<file path="src/rtl/if_id_stage.sv">
// if_id_stage
//   Instruction-fetch stage plus the IF/ID pipeline register of the pipelined
//   MIPS core. Owns the PC, drives the combinational instruction-memory
//   address, registers the fetched word together with PC+4, and slices the
//   held word into the fields consumed by decode. Two wrap-around counters
//   track valid fetches and inserted bubbles.
//
// Ports
//   clk_i, rst_i        clock (rising edge), synchronous active-high reset
//   stall_i             hold PC and IF/ID contents
//   flush_i             load a bubble into IF/ID
//   redirect_i          load PC from redirect_pc_i (word aligned), bubble IF/ID
//   redirect_pc_i       redirect target
//   imem_addr_o         instruction-memory address (= PC)
//   imem_data_i         instruction word read combinationally at imem_addr_o
//   id_valid_o          IF/ID holds a real instruction
//   id_pc_plus4_o       PC+4 of the held instruction
//   id_instr_o          held instruction word
//   id_opcode_o .. id_imm16_o   field slices of id_instr_o
//   fetch_cnt_o         valid instructions loaded into IF/ID
//   bubble_cnt_o        bubbles loaded into IF/ID (reset excluded)
module if_id_stage #(
  parameter logic [31:0] RESET_PC  = 32'h0000_0000,
  parameter logic [31:0] NOP_INSTR = 32'h0000_0000,
  parameter int unsigned CNT_W     = 32
) (
  input  logic             clk_i,
  input  logic             rst_i,
  input  logic             stall_i,
  input  logic             flush_i,
  input  logic             redirect_i,
  input  logic [31:0]      redirect_pc_i,
  output logic [31:0]      imem_addr_o,
  input  logic [31:0]      imem_data_i,
  output logic             id_valid_o,
  output logic [31:0]      id_pc_plus4_o,
  output logic [31:0]      id_instr_o,
  output logic [5:0]       id_opcode_o,
  output logic [4:0]       id_rs_o,
  output logic [4:0]       id_rt_o,
  output logic [4:0]       id_rd_o,
  output logic [5:0]       id_funct_o,
  output logic [15:0]      id_imm16_o,
  output logic [CNT_W-1:0] fetch_cnt_o,
  output logic [CNT_W-1:0] bubble_cnt_o
);

  logic [31:0]      pc_q, pc_d;
  logic             valid_q, valid_d;
  logic [31:0]      pc_plus4_q, pc_plus4_d;
  logic [31:0]      instr_q, instr_d;
  logic [CNT_W-1:0] fetch_cnt_q, fetch_cnt_d;
  logic [CNT_W-1:0] bubble_cnt_q, bubble_cnt_d;

  logic [31:0] pc_inc;
  logic        load_bubble;
  logic        load_valid;

  assign pc_inc = pc_q + 32'd4;

  // Redirect dominates stall; flush only affects IF/ID, never the PC.
  assign load_bubble = flush_i | redirect_i;
  assign load_valid  = ~load_bubble & ~stall_i;

  always_comb begin
    pc_d         = pc_q;
    valid_d      = valid_q;
    pc_plus4_d   = pc_plus4_q;
    instr_d      = instr_q;
    fetch_cnt_d  = fetch_cnt_q;
    bubble_cnt_d = bubble_cnt_q;

    if (rst_i) begin
      pc_d         = RESET_PC;
      valid_d      = 1'b0;
      pc_plus4_d   = '0;
      instr_d      = NOP_INSTR;
      fetch_cnt_d  = '0;
      bubble_cnt_d = '0;
    end else begin
      if (redirect_i) begin
        pc_d = redirect_pc_i & 32'hFFFF_FFFC;
      end else if (!stall_i) begin
        pc_d = pc_inc;
      end

      if (load_bubble) begin
        valid_d      = 1'b0;
        pc_plus4_d   = '0;
        instr_d      = NOP_INSTR;
        bubble_cnt_d = bubble_cnt_q + CNT_W'(1);
      end else if (load_valid) begin
        valid_d     = 1'b1;
        pc_plus4_d  = pc_inc;
        instr_d     = imem_data_i;
        fetch_cnt_d = fetch_cnt_q + CNT_W'(1);
      end
    end
  end

  always_ff @(posedge clk_i) begin
    pc_q         <= pc_d;
    valid_q      <= valid_d;
    pc_plus4_q   <= pc_plus4_d;
    instr_q      <= instr_d;
    fetch_cnt_q  <= fetch_cnt_d;
    bubble_cnt_q <= bubble_cnt_d;
  end

  assign imem_addr_o   = pc_q;
  assign id_valid_o    = valid_q;
  assign id_pc_plus4_o = pc_plus4_q;
  assign id_instr_o    = instr_q;
  assign id_opcode_o   = instr_q[31:26];
  assign id_rs_o       = instr_q[25:21];
  assign id_rt_o       = instr_q[20:16];
  assign id_rd_o       = instr_q[15:11];
  assign id_funct_o    = instr_q[5:0];
  assign id_imm16_o    = instr_q[15:0];
  assign fetch_cnt_o   = fetch_cnt_q;
  assign bubble_cnt_o  = bubble_cnt_q;

endmodule
</file>
<file path="config.mk">
export PLATFORM = sky130hd
export DESIGN_NAME = if_id_stage
export DESIGN_NICKNAME = d
export VERILOG_FILES = /design/src/rtl/if_id_stage.sv
export SDC_FILE = /design/constraint.sdc
export NUM_CORES = 1
export LEC_CHECK = 0
export BUFFER_PORTS_ARGS = -buffer_cell sky130_fd_sc_hd__buf_2
export CAP_MARGIN = 20
export CORE_MARGIN = 10
export CORE_UTILIZATION = 40
export CTS_CLUSTER_SIZE = 8
export DETAILED_ROUTE_END_ITERATION = 8
export PLACE_DENSITY = 0.67
export SYNTH_ARGS = -nofsm -noshare
export SYNTH_HDL_FRONTEND = slang
export SYNTH_SLANG_ARGS = --single-unit
</file>
<file path="constraint.sdc">
create_clock -name clk_i -period 2.4 [get_ports clk_i]
set_input_delay 0.24 -clock clk_i [delete_from_list [all_inputs] [get_ports clk_i]]
set_output_delay 0.24 -clock clk_i [all_outputs]
set_load 0.02 [all_outputs]
</file>
==> flow_results.org <==
** Run status
- Outcome :: completed

** STA
- Subtracting the final worst setup slack from the clock period gives 2140 ps.
- Final number of hold-violating endpoints :: 0
- RSZ-0062 raised after global routing :: no
- In the final timing run, aggregate negative setup slack is 0 ps.
- Relative slew margins :: around 56%
- At the pin with the least slew margin, the transition time is 655 ps.
- Final number of max-transition violations :: 0
- Number of failing setup endpoints in the final timing report :: 0
- Maximum clock rate :: between 0.4 and 0.5 GHz
- Worst clock skew :: 11.8 ps
- Share of the clock period used by the worst path :: between 80% and 90%

** Global routing
- For this run, the total global-route usage over all layers was measured as 17.5%.
- Global routing finished with a remaining overflow of 0.
- Via count of the first global-routing pass :: 6476
- Global-route wire length before repair :: roughly 35000 microns
- Largest net degree at the start of global routing :: between 80 and 90
- The initial antenna violation count came to 1.

** Detailed routing
- Total routed wirelength :: roughly 23000 microns
- Final ANT Viol Nets :: 0
- The first TritonRoute pass finished after 5 iterations.
- For this run, design rule violations remaining after detail routing come to 0.
- Dividing the detail-routed via count by the number of cells gives about 5.
- Total vias in the final route :: 6942
- DRC marker count from the first detailed-route iteration :: 405
- In the final routed layout, each cell accounts on average for between 15 and 20 microns.

** Die
- The die covers 24600 sq um.
- During I/O placement, the number of pins put on the boundary was about 270.
- The floorplan has between 40 and 50 rows.
- Measured along the x axis, the die boundary spans around 160 microns.
- Initial core utilization :: between 40% and 50%
- In this run the standard cell core region covers roughly 18000 sq um.
- The die is roughly 160 microns tall.

** Worst setup path
- In this run the critical register-to-register path is launched from fetch_cnt_o[1].
- Type of the setup path with the least slack :: reg -> reg
- Along the worst path, the maximum fanout reaches 6.
- Data on the critical path is required at its endpoint by 2710 ps.
- The critical path starts at fetch_cnt_o[1].
- Family with the most delay on the worst path :: simple AND/OR/NAND/NOR gates
- The largest individual stage delay along the critical path comes from the cell sky130_fd_sc_hd__or4b_4.
- STA classifies the critical path startpoint as a flip-flop.
- WP buf/inv :: 0
- Largest stage delay on the critical path :: 500 ps
- Arrival @ worst endpoint :: 2450 ps
- Worst-path cell chain :: ha_1 > or4b_4 > nor4_4 > and2_1 > nand3_2 > mux2_4
- Category of the worst setup path capture point :: flip-flop

** CTS
- Resized cells post-CTS :: 0
- Number of buffers added by the clock tree synthesis step :: 17
- After clock tree synthesis, the clock-pin slew on the worst setup and hold paths is 60 ps.
- In this run the post-CTS setup repair buffer count came out at 0.
- # clock sinks :: 157
- TritonCTS built the clock tree.
- CTS built an H-tree with a depth of 4.
- Longest Clk Path Bufs :: 2
- Hold repair after CTS inserted 0 buffers.
- Worst skew pair latency :: 420 ps
- Clock tree root driver cell :: sky130_fd_sc_hd__clkbuf_16

** Yosys
- For this run, asynchronously set or reset flops after synthesis account for 0%.
- Among all flip-flop cells after synthesis, the most frequent one is sky130_fd_sc_hd__dfxtp_1.
- Top cell type by total area after synthesis :: sky130_fd_sc_hd__dfxtp_1
- Ranked by total cell area, the synthesized netlist is headed by sky130_fd_sc_hd__dfxtp_1, sky130_fd_sc_hd__xor2_1, sky130_fd_sc_hd__a21oi_1.
- Number of flops mapped to enable cells by yosys :: 0
- Sequential cells were found to cover a little over two fifths of the synthesized design area.
- Synthesis inferred about 160 register bits.
- The cell area that synthesis handed to floorplanning was approximately 7500 sq um.
- Synthesized area divided by synthesized cell count :: roughly 8 sq um
- Yosys printed 0 warnings.
- Synthesis produced a netlist whose cell count is slightly above 900.
- Netlist cell types :: 54
- The top cell type by area accounts for between 40% and 50% of the synthesized area.

** Placement
- Routability-driven placement finished with a final weighted congestion of approximately 0.84.
- Detailed placement finished with a half-perimeter wire length of 17100 microns.
- Count of input and output buffers :: 266
- Once placement finished, the instance area stood at between 8000 and 9000 sq um.

** Min path
- The path class of the tightest hold or removal check is in -> reg.
- The worst hold path begins at imem_data_i[19].

** Cells and area
- Relative to the synthesized area, the layout overhead comes to 25.4%.
- Most used cells in the layout excluding fill and tap cells :: sky130_fd_sc_hd__buf_2, sky130_fd_sc_hd__dfxtp_1, sky130_fd_sc_hd__nand2_1, sky130_fd_sc_hd__nor2_1, sky130_fd_sc_hd__a21oi_1
- Layout cells sized above 1 :: a little under a third
- With fillers left out, the area of the finished cells amounts to about 9400 sq um.
- At the end of the flow, the number of nets in the layout was about 1200.
- The library cell used most frequently in the layout, excluding fill and tap cells, is sky130_fd_sc_hd__buf_2.

** Power
- Internal power of the cells :: approximately 4400 uW
- Switching share of power :: around 26%
- In this run the static leakage power is just over 0.004 uW.
- In this run, flip-flops and latches consume a little under half of the power.
- Net switching power of the design :: 1530 uW
- Of the total power, combinational logic draws around 8.1%.
- Largest voltage drop on the vdd net :: about 0.50 mV
- In this run the power density over the cells is between 600 and 700 nW/um^2.
- Clock network power share :: 46.3%

** Run
- Across the run, the number of max-cap violations was 0.
flip-flops by register name (all words and copies together), names as in the netlist:
signal         flops
imem_addr_o       30
bubble_cnt_o      32
fetch_cnt_o       32
id_pc_plus4_o     30
id_instr_o        32
id_valid_o         1
path summary, 6_finish.rpt:
path | cells after the start | to | slack [ps]
max | 6 | fetch_cnt_o[24] | 260
min | 3 | id_instr_o[19] | 60
max reg2reg | 6 | fetch_cnt_o[24] | 260
min reg2reg | 2 | id_valid_o | 450
metal layers:
metal  GRT usage (%)  part of all wire (%)  vias to the layer above
met5               0                     0                        -
met4            5.48                   1.4                        0
met3            5.92                   8.7                       18
met2            28.7                    47                      240
met1            21.2                    43                     3181
li1                -                     -                     3503
worst reg2reg max path, delay by kind of cell, from the launching register on:
family / cells / cell delay [ps]
DFF: 1 / 410
muxes: 1 / 300
and+or+nand+nor: 4 / 1150
adders and majority gates: 1 / 190
synthesized netlist by cell type (12+ instances only):
cell type,instances
sky130_fd_sc_hd__o21ai_0,34
sky130_fd_sc_hd__nand3_1,33
sky130_fd_sc_hd__nor2_1,107
sky130_fd_sc_hd__nor4_1,16
sky130_fd_sc_hd__xnor2_1,43
sky130_fd_sc_hd__and3_1,16
sky130_fd_sc_hd__buf_4,51
sky130_fd_sc_hd__clkbuf_1,39
sky130_fd_sc_hd__nand2_1,109
sky130_fd_sc_hd__xor2_1,55
sky130_fd_sc_hd__a211oi_1,16
sky130_fd_sc_hd__nand4_1,32
sky130_fd_sc_hd__a21oi_1,82
sky130_fd_sc_hd__nor3_1,19
sky130_fd_sc_hd__inv_1,12
sky130_fd_sc_hd__dfxtp_1,157
power by group through the flow:
stage,registers [uW],clock network [uW],logic (uW)
2_1_floorplan,2820,0,243
4_1_cts,2710,2840,490
3_3_place_gp,2770,0,485
5_1_grt,2720,2930,532
6_report,2710,2750,484
3_5_place_dp,2770,0,487
layout make-up:
class,instances,area [sq um]
tap,229,287
inverter,12,45.0
fill,1792,8820
timing repair buffer,302,1620
clock inverter,14,160
antenna,1,2.50
sequential,157,3140
multi-input combinational,641,3700
clock buffer,18,439
per-stage QoR:
| stage | hold WS (ps) | setup slack, ps | utilization (%) | total power (uW) | cells |
|---|---|---|---|---|---|
| 2_1_floorplan | 376 | 148 | - | 3070 | 916 |
| 4_1_cts | 30.6 | 252 | 51.6 | 6040 | 1373 |
| 5_1_grt | 40.1 | 145 | 51.6 | 6180 | 1374 |
| 3_3_place_gp | 432 | 289 | 48.3 | 3250 | 1341 |
| 3_5_place_dp | 441 | 276 | 48.3 | 3260 | 1341 |
| 6_report | 56.3 | 260 | 51.6 | 5950 | 1374 |
cells by family after synthesis:
group / after synthesis / synth area share (%)
simple gates: 382 / 25.0
flops: 157 / 42.0
compound gates: 148 / 11.1
buf+inv: 118 / 9.03
xor+xnor: 98 / 11.5
mux: 6 / 0.918
fa+ha+maj: 3 / 0.501
other cells: 1 / 0.0501
Power figures use the tool's default switching activity.
